$ cat config.mk
export PLATFORM = sky130hd
export DESIGN_NAME = qif_neuron_scheduler
export DESIGN_NICKNAME = d
export VERILOG_FILES = /design/src/rtl/qif_neuron_scheduler.sv
export SDC_FILE = /design/constraint.sdc
export NUM_CORES = 1
export LEC_CHECK = 0
export CAP_MARGIN = 10
export CORE_MARGIN = 5
export CORE_UTILIZATION = 55
export CTS_CLUSTER_DIAMETER = 80
export DETAILED_ROUTE_END_ITERATION = 8
export PLACE_DENSITY = 0.8
export SKIP_LAST_GASP = 1
export SYNTH_ARGS = -nofsm -noshare
export SYNTH_HDL_FRONTEND = slang
export SYNTH_SLANG_ARGS = --single-unit
$ cat constraint.sdc
create_clock -name clk -period 4.75 [get_ports clk]
set_input_delay 0.475 -clock clk [delete_from_list [all_inputs] [get_ports clk]]
set_output_delay 0.475 -clock clk [all_outputs]
set_load 0.005 [all_outputs]
$ cat src/rtl/qif_neuron_scheduler.sv
// qif_neuron_scheduler
// Time-multiplexes one shared QIF update datapath across N_NEURONS virtual neurons.
// Per-neuron membrane state V and drive B live in local registers. On each timestep
// every neuron is issued in index order over a valid/ready request channel, the result
// is written back to V and the per-neuron spike flags are gathered into spike_vec.
//
// Note: rst_n is an asynchronous, ACTIVE-HIGH reset despite its name.
//
// Optional build macro: QIF_SCHED_REFRACTORY_EN
//   When defined, a neuron that spiked in the last completed timestep is not issued.
//   Its V is reloaded with V_RESET and its spike bit is cleared for the new timestep.
//   When undefined, every neuron is issued every timestep.

module qif_neuron_scheduler #(
    parameter int unsigned N_NEURONS = 4,
    parameter int unsigned IDX_W     = 2,
    parameter int unsigned V_W       = 8,
    parameter int          V_RESET   = -20
) (
    input  logic                 clk,
    input  logic                 rst_n,
    input  logic                 step_start,
    input  logic                 cfg_we,
    input  logic [IDX_W-1:0]     cfg_idx,
    input  logic [V_W-1:0]       cfg_b,
    output logic                 upd_valid,
    input  logic                 upd_ready,
    output logic [IDX_W-1:0]     upd_idx,
    output logic [V_W-1:0]       upd_v,
    output logic [V_W-1:0]       upd_b,
    input  logic                 res_valid,
    input  logic [V_W-1:0]       res_v,
    input  logic                 res_spike,
    output logic                 busy,
    output logic                 step_done,
    output logic [N_NEURONS-1:0] spike_vec,
    output logic                 proto_err
);

    localparam logic [V_W-1:0]   VResetVal = V_W'(V_RESET);
    localparam logic [IDX_W-1:0] IdxLast   = IDX_W'(N_NEURONS - 1);

    typedef enum logic [2:0] {
        StIdle,
        StIssue,
        StWait,
        StWrite,
        StDone
    } state_e;

    state_e state_q, state_d;

    // Per-neuron register file
    logic [V_W-1:0] v_q [N_NEURONS];
    logic [V_W-1:0] b_q [N_NEURONS];

    logic [IDX_W-1:0]     idx_q;
    logic [N_NEURONS-1:0] shadow_q;
    logic [N_NEURONS-1:0] spike_vec_q;
    logic [V_W-1:0]       res_v_q;
    logic                 res_spike_q;
    logic                 proto_err_q;

    // High while the neuron at idx_q is being skipped for refractoriness
    logic skip;

`ifdef QIF_SCHED_REFRACTORY_EN
    assign skip = (state_q == StIssue) && spike_vec_q[idx_q];
`else
    assign skip = 1'b0;
`endif

    logic last_idx;
    assign last_idx = (idx_q == IdxLast);

    // FSM state register
    always_ff @(posedge clk or posedge rst_n) begin
        if (rst_n) begin
            state_q <= StIdle;
        end else begin
            state_q <= state_d;
        end
    end

    // FSM next-state logic
    always_comb begin
        state_d = state_q;
        unique case (state_q)
            StIdle: begin
                if (step_start) begin
                    state_d = StIssue;
                end
            end
            StIssue: begin
                if (skip) begin
                    state_d = StWrite;
                end else if (upd_ready) begin
                    state_d = StWait;
                end
            end
            StWait: begin
                if (res_valid) begin
                    state_d = StWrite;
                end
            end
            StWrite: begin
                state_d = last_idx ? StDone : StIssue;
            end
            StDone: begin
                state_d = StIdle;
            end
            default: state_d = StIdle;
        endcase
    end

    // FSM outputs; the payload is driven live from the register file at idx_q
    always_comb begin
        upd_valid = (state_q == StIssue) && !skip;
        busy      = (state_q != StIdle);
        step_done = (state_q == StDone);
        upd_idx   = idx_q;
        upd_v     = v_q[idx_q];
        upd_b     = b_q[idx_q];
        spike_vec = spike_vec_q;
        proto_err = proto_err_q;
    end

    // Neuron index: restarts at step begin, advances after each write-back
    always_ff @(posedge clk or posedge rst_n) begin
        if (rst_n) begin
            idx_q <= '0;
        end else if (state_q == StIdle && step_start) begin
            idx_q <= '0;
        end else if (state_q == StWrite && !last_idx) begin
            idx_q <= idx_q + IDX_W'(1);
        end
    end

    // Result capture; a skipped neuron takes the reset value and no spike
    always_ff @(posedge clk or posedge rst_n) begin
        if (rst_n) begin
            res_v_q     <= VResetVal;
            res_spike_q <= 1'b0;
        end else if (state_q == StWait && res_valid) begin
            res_v_q     <= res_v;
            res_spike_q <= res_spike;
        end else if (skip) begin
            res_v_q     <= VResetVal;
            res_spike_q <= 1'b0;
        end
    end

    // Membrane state write-back
    always_ff @(posedge clk or posedge rst_n) begin
        if (rst_n) begin
            for (int i = 0; i < int'(N_NEURONS); i++) begin
                v_q[i] <= VResetVal;
            end
        end else if (state_q == StWrite) begin
            v_q[idx_q] <= res_v_q;
        end
    end

    // Drive configuration, writable in any state
    always_ff @(posedge clk or posedge rst_n) begin
        if (rst_n) begin
            for (int i = 0; i < int'(N_NEURONS); i++) begin
                b_q[i] <= '0;
            end
        end else if (cfg_we) begin
            b_q[cfg_idx] <= cfg_b;
        end
    end

    // Shadow spike vector built up during the timestep
    always_ff @(posedge clk or posedge rst_n) begin
        if (rst_n) begin
            shadow_q <= '0;
        end else if (state_q == StIdle && step_start) begin
            shadow_q <= '0;
        end else if (state_q == StWrite) begin
            shadow_q[idx_q] <= res_spike_q;
        end
    end

    // Published spike vector, only updated when a timestep completes
    always_ff @(posedge clk or posedge rst_n) begin
        if (rst_n) begin
            spike_vec_q <= '0;
        end else if (state_q == StDone) begin
            spike_vec_q <= shadow_q;
        end
    end

    // Sticky protocol error: a result arriving when none is outstanding
    always_ff @(posedge clk or posedge rst_n) begin
        if (rst_n) begin
            proto_err_q <= 1'b0;
        end else if (res_valid && state_q != StWait) begin
            proto_err_q <= 1'b1;
        end
    end

endmodule
[Word-level counts from Yosys, hierarchy flattened]
Cells that the tools add are included.
Storage, ports and cells
  bits in registers: 87
  bits in latches: 0
  memory bits (writable): 0
  bits in read-only memories: 0
  output and inout port bits: 26
  memories kept: 0
Cells by class
  add/subtract/negate cells: 1
  $mul: 0
  div/mod/pow operators: 0
  $lt $le $gt $ge: 6
  equal/unequal tests: 9
  shift-type cells: 0
  mux-type cells: 24
  bitwise logic cells: 2
  reduce and logical (&&, ||, !) cells: 13
Operators by type and width (number)
  $bwmux W32: 2
  $mux W8: 6
  $bmux W8 S2: 2
  $demux W8 S2: 2
  $mux W3: 4
  $pmux W3 S4: 1
  $mux W4: 2
  $logic_and A1 B1 Y1: 7
  $eq A3 B2 Y1 const B: 2
  $ge A3 B3 Y1 const B: 2
  $lt A3 B1 Y1 const B: 2
  $not A2 Y3: 2
  $bwmux W4: 1
  $mux W2: 2
  $ne A2 B2 Y1 const B: 2
  $reduce_bool A2 Y1: 2
  $eq A3 B1 Y1 const B: 1
  $eq A3 B3 Y1 const B: 1
  $logic_not A3 Y1: 1
  $lt A2 B3 Y1 const B: 1
  $ne A3 B2 Y1 const B: 1
  $reduce_and A3 Y1: 1
  $reduce_bool A3 Y1: 1
  $add A2 B1 Y2 const B: 1
  6 further kinds: 6

[Logic depth before layout (Yosys ltp)]
Gate-level depths: netlist (run 1).
  depth in word-level cells: 7
  depth in mapped cells: 7

[Least setup slack after synthesis (run 1)]
OpenSTA, ideal clock, no wires.
  path kind: reg-to-output
  start point: register idx_q[0], in the netlist upd_idx[0]
  end point: output upd_b[1]
  arrival: 1.278 ns
  slack: 2.997 ns
  cell stages (with the launch flop): 4
  buffers on the path: 2
  cell sequence: dfrtp_1 -> buf_4 -> buf_6 -> mux4_2
On the way
  word-level cells in the longest chain between the ends: 4
Ends and longest elaborated chain
  from (decl): RTL line 57  | logic [IDX_W-1:0] idx_q;
  from (signal assigned): RTL line 135  | idx_q <= idx_q + IDX_W'(1);
  $not A2 Y3 (not written as such): RTL line 123  | upd_b = b_q[idx_q];
  $bmux W8 S2: RTL line 123
  $mux W8 (not written as such) (2 in series): RTL line 123
  to (decl): RTL line 30  | output logic [V_W-1:0] upd_b,
Every way passes these cells. The select of a mux whose other input is x is not followed.

[Worst setup path after layout (run 1)]
  start point: register idx_q[0], in the netlist upd_idx[0]
  end point: output upd_b[4]
The elaborated chain is that of the path after synthesis.

==> results of run 1 <==
[power by group through the flow]
stage	clock (mW)	sequential (mW)	combinational, mW
final	0.447	1.29	0.898
after global routing	0.490	1.34	0.978
after CTS	0.462	1.30	0.916
after detailed placement	0	1.31	0.912
after global placement	0	1.30	0.892
after floorplan	0	1.17	0.662
[through the flow]
stage	power [mW]	util
after CTS	2.68	0.677
after global routing	2.80	0.677
final	2.64	0.677
after detailed placement	2.23	0.653
after global placement	2.19	0.653
after floorplan	1.84	-
[path summary, 6_finish.rpt]
| kind | from | to | slack, ns | cells past startpoint |
|---|---|---|---|---|
| max | upd_idx[0] | upd_b[4] | 1.79 | 3 |
| min | proto_err | proto_err | 0.48 | 1 |
| max reg2reg | upd_idx[1] | v_q[4] | 2.23 | 3 |
| min reg2reg | proto_err | proto_err | 0.48 | 1 |
| max in group asynchronous | rst_n | v_q[3] | 3.14 | 3 |
| min in group asynchronous | rst_n | b_q[13] | 0.60 | 2 |
[routing by layer]
metal  share of wire  vias up  global-route usage
li1                -      968                   -
met1            0.44     1119               0.238
met2            0.51       37               0.296
met3           0.031       13              0.0327
met4           0.020        0              0.0758
met5               0        -                   0
[flip-flops by register name, summed over array words and instances, names as in the netlist]
register and cells:
b_q 32, v_q 32, res_v_q 8, shadow_q 4
spike_vec 4, state_q 3, upd_idx 2, proto_err 1
res_spike_q 1
[worst register-to-register path: cells and delay by family (launching register included)]
family                   cells  cell delay (ns)
multiplexers                 1             0.49
AND/OR/NAND/NOR              1             0.55
adder cells (fa/ha/maj)      1             0.35
flip-flops                   1             1.03
[cell families (layout without fill, tap and decap cells)]
kind of cell | Yosys count | after routing | synth area share
AO/OA/AOI/OAI | 2 | 2 | 0.00256
multiplexers | 99 | 99 | 0.332
flip-flops | 87 | 87 | 0.564
AND/OR/NAND/NOR | 24 | 24 | 0.0639
XOR/XNOR | 1 | 1 | 0.00224
buffers and inverters | 14 | 74 | 0.0221
adder cells (fa/ha/maj) | 4 | 4 | 0.0128
[final cells by class]
| cell class | instances | area share |
|---|---|---|
| sequential | 87 | 0.475 |
| multi-input combinational | 130 | 0.348 |
| timing repair buffer | 52 | 0.111 |
| clock buffer | 12 | 0.0312 |
| tap | 96 | 0.0258 |
| inverter | 6 | 0.00511 |
| clock inverter | 4 | 0.00457 |
[cells in the final DEF, fill, tap and decap left out, types with 2 or more instances in the layout]
cell	instances
dfstp_2	25
nor3b_4	2
clkdlybuf4s50_1	50
nand3b_2	2
inv_1	5
mux2_2	77
mux4_2	17
clkbuf_1	2
nand4b_4	3
clkinv_2	3
clkbuf_8	10
nand2b_1	2
ha_1	4
nor2_1	7
mux2i_1	5
dfrtp_1	62
buf_4	2
==> impl_metrics.tcl, run 1 <==
set metrics [dict create \
    synth.most_common_cell "mux2_2" \
    hold_buffers 0 \
    fin_cells 387 \
    dpl_cell_area_sq_um 4490 \
    synth.distinct_cells 26 \
    cts.repair.resized 0 \
    postCtsSetupRepairBufs 0 \
    viasPerCell 5.52 \
    yosys.area.top_type_share 0.396 \
    fin_nets 315 \
    rsz0062_at_grt "no" \
    synth_area_sq_um 3910 \
    outcome "complete, no violations" \
    cpPeakStageDelay_ns 0.77 \
    yosysWarningCount 0 \
    setup_viol 0 \
    finalMaxSlewViolations 0 \
    pwr-share-clk 0.169 \
    critPathBufInv 2 \
    synth.net_count 260 \
    cpLargestDelayFamily "buffers and inverters" \
    whs_ns 0.475 \
    max_freq_ghz 0.338 \
    core.rowCount 30 \
    crit_fanout 11 \
    insertedDiodeCount 0 \
    min_path_type "flop to flop" \
    cts_buffers 9 \
    cp-end-kind "output pin" \
    hold_violations 0 \
    cts_tree "yes" \
    post-place-ws_ns 2.11 \
    worstMarginPinSlew_ns 1.03 \
    ctsRootBufferMaster "clkbuf_8" \
    powerDensity_nw_per_um2 567 \
    post-place-cells 371 \
    path_cells "buf_4 -> mux4_2 -> clkdlybuf4s50_1" \
    drt_wl_total_microns 7090 \
    htreeDepth 3 \
    switching_power_uw 753 \
    hpwl_microns 4830 \
    routedWlPerCell_microns 18.3 \
    fin_crit_sh 0.623 \
    cts_num_sinks 87 \
    avgSynthCellArea_sq_um 16.9 \
    clockBufferDepth 2 \
    peakVddDrop_mv 0.266 \
    start_util 0.570 \
    regArea_sq_um 2210 \
    worstSkewPairLatency_ns 0.35 \
    synth_top_cells_by_count "77 x mux2_2, 62 x dfrtp_1, 25 x dfstp_2" \
    postRouteAntennaNets 0 \
    dieHeight_microns 94.4 \
    post-route-drc-count 0 \
    fin_ws_ns 1.79 \
    cp-start-kind "flop" \
    port_buffers 50 \
    gp_congestion 0.694 \
    cap_viol_max_count 0 \
    synth_cells 231 \
    synth_area_leaders "dfrtp_1 40%, mux2_2 22%, dfstp_2 17%, mux4_2 9.8%, nand4b_4 1.8%" \
    track_usage 0.180 \
    grt.overflow.total 0 \
    drt_pass1_iterations 4 \
    synth_edf_count 0 \
    finalInstanceArea_sq_um 4650 \
    slowest_stage "dfrtp_1" \
    grt_start_max_net_pins 53 \
    fillers 502 \
    path_class "flop to output pin" \
    p_seq_frac 0.490 \
    multi_input_area_sq_um 1620 \
    static-leakage-power_nw 1.97 \
    num_vias 2137 \
    core-area_sq_um 6870 \
    grt_pass1_vias 2442 \
    max-slew-margin-rel 0.314 \
    grt_pass1_wl_microns 12200 \
    drt_iter0_markers 86 \
    final.min_clock_period_ns 2.96 \
    clock_skew_ns 0.00891 \
    io_pins 51 \
    required_ns 4.28 \
    die_area_sq_um 8900 \
    drive_gt1_frac 0.502 \
    die_x_microns 94.4 \
    syn2layout_area_growth_pct 18.9 \
    p_comb_frac 0.340 \
    crit_arrival_ns 2.49 \
    power.internal_mw 1.88 \
    ys_ff_latch 87 \
    synthFlopType "dfrtp_1" \
    ys_seq_area_frac 0.564 \
    yosysTopAreaCell "dfrtp_1" \
    clkTransAtPathRegs_ns 0.08 \
    antenna_found_initial 0 \
    synthArstFlopShare 1.00 \
    swShare 0.286 \
    fin_tns_setup_ns 0 \
]
Power figures use the tool's default switching activity.
==> run 2, diff against run 1 <==
Settings changed: CORE_UTILIZATION 55 to 50, PLACE_DENSITY 0.8 to 0.76.
Clock period 4.75 ns to 2.4 ns, I/O delays scaled along.
==> impl_metrics.tcl, run 2 (same netlist as run 1, synthesis figures left out) <==
set metrics [dict create \
    port_buffers 50 \
    clock_skew_ns 0.0132 \
    hold_buffers 0 \
    fin_nets 321 \
    hpwl_microns 4900 \
    fillers 605 \
    reg_top3 "b_q (32), v_q (32), res_v_q (8)" \
    postCtsSetupRepairBufs 0 \
    worstSkewPairLatency_ns 0.35 \
    required_ns 2.16 \
    powerDensity_nw_per_um2 1140 \
    track_usage 0.160 \
    cts_num_sinks 87 \
    static-leakage-power_nw 2.02 \
    ctsRootBufferMaster "clkbuf_8" \
    drt_pass1_iterations 4 \
    drt_wl_total_microns 7110 \
    viasPerCell 5.36 \
    crit_fanout 10 \
    final.min_clock_period_ns 2.24 \
    routedWlPerCell_microns 17.8 \
    cts_buffers 9 \
    dpl_cell_area_sq_um 4570 \
    cpPeakStageDelay_ns 0.59 \
    post-route-util 0.622 \
    die_x_microns 98.5 \
    cp-start-kind "flop" \
    drt_iter0_markers 60 \
    grt_pass1_vias 2378 \
    clkTransAtPathRegs_ns 0.08 \
    finalMaxSlewViolations 0 \
    outcome "complete, no violations" \
    cap_viol_max_count 0 \
    die_area_sq_um 9700 \
    htreeDepth 3 \
    insertedDiodeCount 0 \
    num_vias 2140 \
    dieHeight_microns 98.5 \
    io_pins 51 \
    setup_viol 0 \
    grt_start_max_net_pins 30 \
    r2r_setup_slack_ns 0.43 \
    critPathBufInv 2 \
    core-area_sq_um 7690 \
    mostFrequentLayoutCell "mux2_2" \
    hold_violations 0 \
    postRouteAntennaNets 0 \
    syn2layout_area_growth_pct 22.2 \
    min_path_type "input port to async pin" \
    worstMarginPinSlew_ns 0.668 \
    grt_pass1_wl_microns 12300 \
    grt.overflow.total 0 \
    post-route-drc-count 0 \
    crit_arrival_ns 2.00 \
    cpLargestDelayFamily "buffers and inverters" \
    gp_congestion 0.712 \
    layout_common_cells "77 x mux2_2, 62 x dfrtp_1, 50 x clkdlybuf4s50_1" \
    clockBufferDepth 2 \
    fin_tns_setup_ns 0 \
    peakVddDrop_mv 0.482 \
    max_freq_ghz 0.446 \
    drive_gt1_frac 0.515 \
    max-slew-margin-rel 0.554 \
    cts_tree "yes" \
    slowest_stage "dfrtp_1" \
    fin_crit_sh 0.934 \
    path_class "flop to output pin" \
    start_util 0.509 \
    cp-end-kind "output pin" \
    core.rowCount 32 \
    cts.repair.resized 0 \
    rsz0062_at_grt "no" \
    antenna_found_initial 0 \
    path_cells "buf_4 -> mux4_2 -> clkdlybuf4s50_1" \
    finalInstanceArea_sq_um 4780 \
]
[run 2: per-layer routing]
metal | wire, microns | part of all wire | vias to the layer above | global-route usage
met3 | 292 | 0.041 | 8 | 0.0432
met4 | 75 | 0.011 | 0 | 0.0410
li1 | - | - | 977 | -
met1 | 3230 | 0.45 | 1117 | 0.225
met2 | 3510 | 0.49 | 38 | 0.251
met5 | 0 | 0 | - | 0
[run 2: worst register-to-register path, cell delays in order (launching register included)]
cell      delay [ns]
dfrtp_1         0.71
nand2b_1        0.22
nor3_4          0.52
mux2_2          0.41
[run 2: worst paths after layout]
| check | end | depth (start not counted) | start |
|---|---|---|---|
| min | b_q[25] | 2 | rst_n |
| min reg2reg | proto_err | 1 | proto_err |
| max | upd_b[6] | 3 | upd_idx[1] |
| max in group asynchronous | res_v_q[7] | 3 | rst_n |
| max reg2reg | res_v_q[1] | 3 | state_q[1] |
| min in group clk | proto_err | 1 | proto_err |
[run 2: area by class of cell]
type                       count  area (sq um)  area share
inverter                       6          26.3     0.00550
clock buffer                  11           131      0.0275
clock inverter                 5          82.6      0.0173
multi-input combinational    130          1620       0.339
timing repair buffer          58           586       0.122
tap                          102           128      0.0267
sequential                    87          2210       0.462
[run 2: stage by stage]
step                      power (mW)  hold slack, ns  setup WS (ns)  std cells
final                           5.46           0.336          0.158        399
after global routing            5.80           0.370         0.0511        399
after CTS                       5.53           0.347          0.133        399
after detailed placement        4.43           0.458          0.427        383
after global placement          4.36           0.450          0.447        383
after floorplan                 3.64           0.386          0.694        231
[run 2: power by group]
part / internal [mW] / leakage (nW) / switching [mW] / total (mW)
clock network: 0.587 / 0.0958 / 0.506 / 1.09
logic: 1.26 / 0.898 / 0.635 / 1.89
registers: 2.10 / 1.02 / 0.376 / 2.48
total: 3.95 / 2.02 / 1.52 / 5.46
==> run 3, diff against run 2 <==
Settings changed: CORE_ASPECT_RATIO set to 0.6.
==> impl_metrics.tcl, run 3 (same netlist as run 1, synthesis figures left out) <==
set metrics [dict create \
    grt_start_max_net_pins 88 \
    drive_gt1_frac 0.514 \
    die_x_microns 124 \
    fin_ws_ns 0.143 \
    drt_wl_total_microns 7550 \
    cap_viol_max_count 0 \
    postRouteAntennaNets 0 \
    clkTransAtPathRegs_ns 0.06 \
    cts_num_sinks 87 \
    fin_nets 320 \
    core-area_sq_um 7760 \
    post-place-ws_ns 0.410 \
    cp-start-kind "flop" \
    dieHeight_microns 78.5 \
    htreeDepth 3 \
    max_freq_ghz 0.443 \
    cts_tree "yes" \
    core.rowCount 25 \
    viasPerCell 5.41 \
    fin_crit_sh 0.940 \
    ctsRootBufferMaster "clkbuf_16" \
    slowest_stage "mux4_2" \
    worstSkewPairLatency_ns 0.34 \
    io_pins 51 \
    static-leakage-power_nw 2.04 \
    fillers 597 \
    path_class "flop to output pin" \
    cts_buffers 9 \
    crit_arrival_ns 2.02 \
    gp_congestion 0.755 \
    fin_tns_setup_ns 0 \
    grt_pass1_vias 2416 \
    rsz0062_at_grt "no" \
    layout_common_cells "77 x mux2_2, 61 x dfrtp_1, 50 x clkdlybuf4s50_1" \
    outcome "complete, no violations" \
    num_vias 2185 \
    insertedDiodeCount 0 \
    hpwl_microns 5130 \
    worstMarginPinSlew_ns 0.556 \
    routedWlPerCell_microns 18.7 \
    peakVddDrop_mv 0.575 \
    path_cells "buf_12 -> mux4_2 -> clkdlybuf4s50_1" \
    powerDensity_nw_per_um2 1180 \
    required_ns 2.16 \
    cp-end-kind "output pin" \
    grt_pass1_wl_microns 13000 \
    crit_fanout 17 \
    reg_top3 "b_q (32), v_q (32), res_v_q (8)" \
    min_path_type "input port to async pin" \
    postCtsSetupRepairBufs 0 \
    setup_viol 0 \
    die_area_sq_um 9760 \
    max-slew-margin-rel 0.628 \
    mostFrequentLayoutCell "mux2_2" \
    antenna_found_initial 0 \
    cpPeakStageDelay_ns 0.54 \
    syn2layout_area_growth_pct 23.3 \
    final.min_clock_period_ns 2.26 \
    drt_iter0_markers 98 \
    drt_pass1_iterations 4 \
    hold_violations 0 \
    port_buffers 50 \
    finalMaxSlewViolations 0 \
    start_util 0.505 \
    clock_skew_ns 0.00802 \
    cpLargestDelayFamily "buffers and inverters" \
    clockBufferDepth 2 \
    grt.overflow.total 0 \
    post-route-drc-count 0 \
    track_usage 0.171 \
    critPathBufInv 2 \
]
-- run 3: cell count changes in the layout (fill, tap and decap cells not counted) --
cell,previous run,this run
clkbuf_1,2,3
clkinvlp_4,4,2
clkbuf_16,0,9
dfrtp_1,62,61
clkinv_2,0,3
clkbuf_8,9,0
dfrtp_2,0,1
buf_4,6,5
bufinv_16,2,0
-- run 3: routing by layer --
metal	vias to the layer above	global-route usage	wire length, microns
li1	975	-	-
met2	42	0.247	3310
met4	0	0.0591	95
met3	9	0.0510	301
met1	1159	0.245	3840
met5	-	0	0
-- run 3: path summary, 6_finish.rpt --
| kind | startpoint | to | slack, ns | cells past startpoint |
|---|---|---|---|---|
| max | upd_idx[0] | upd_b[7] | 0.14 | 3 |
| min | rst_n | b_q[4] | 0.38 | 3 |
| max reg2reg | upd_idx[1] | v_q[16] | 0.60 | 5 |
| min reg2reg | proto_err | proto_err | 0.48 | 1 |
| max in group asynchronous | rst_n | v_q[2] | 1.63 | 3 |
| min in group clk | proto_err | proto_err | 0.48 | 1 |
-- run 3: worst reg2reg max path, delay by kind of cell, from the launching register on --
| kind | cells | cell delay, ns |
|---|---|---|
| mux | 1 | 0.36 |
| fa+ha+maj | 1 | 0.21 |
| simple gates | 1 | 0.20 |
| flops | 1 | 0.52 |
| buf+inv | 2 | 0.38 |
-- run 3: repair_timing --
action,in CTS,in global routing
hold buffers,0,0
hold endpoints to repair,0,0
endpoints found under the setup margin,0,10
gates resized for setup,0,1
-- run 3: cell type report --
| cell class | count | area (sq um) | share of cell area |
|---|---|---|---|
| Inverter | 6 | 26.3 | 0.00544 |
| Clock buffer | 12 | 236 | 0.0490 |
| Tap cell | 108 | 135 | 0.0280 |
| Clock inverter | 4 | 22.5 | 0.00467 |
| Timing Repair Buffer | 57 | 578 | 0.120 |
| Multi-Input combinational cell | 130 | 1620 | 0.335 |
| Sequential cell | 87 | 2210 | 0.458 |
-- run 3: power by group --
group,switching (mW),internal (mW)
Combinational,0.684,1.28
Clock,0.547,0.697
Sequential,0.356,2.11
Total,1.59,4.09
-- run 3: stage by stage --
stage | instance area, sq um | power [mW] | hold slack, ns | std cells | util
after global placement | 4570 | 4.41 | 0.450 | 388 | 0.589
after global routing | 4830 | 6.02 | 0.444 | 404 | 0.622
after detailed placement | 4570 | 4.48 | 0.466 | 388 | 0.589
after floorplan | 3920 | 3.64 | 0.386 | 231 | -
after CTS | 4830 | 5.74 | 0.409 | 404 | 0.622
final | 4830 | 5.68 | 0.384 | 404 | 0.622
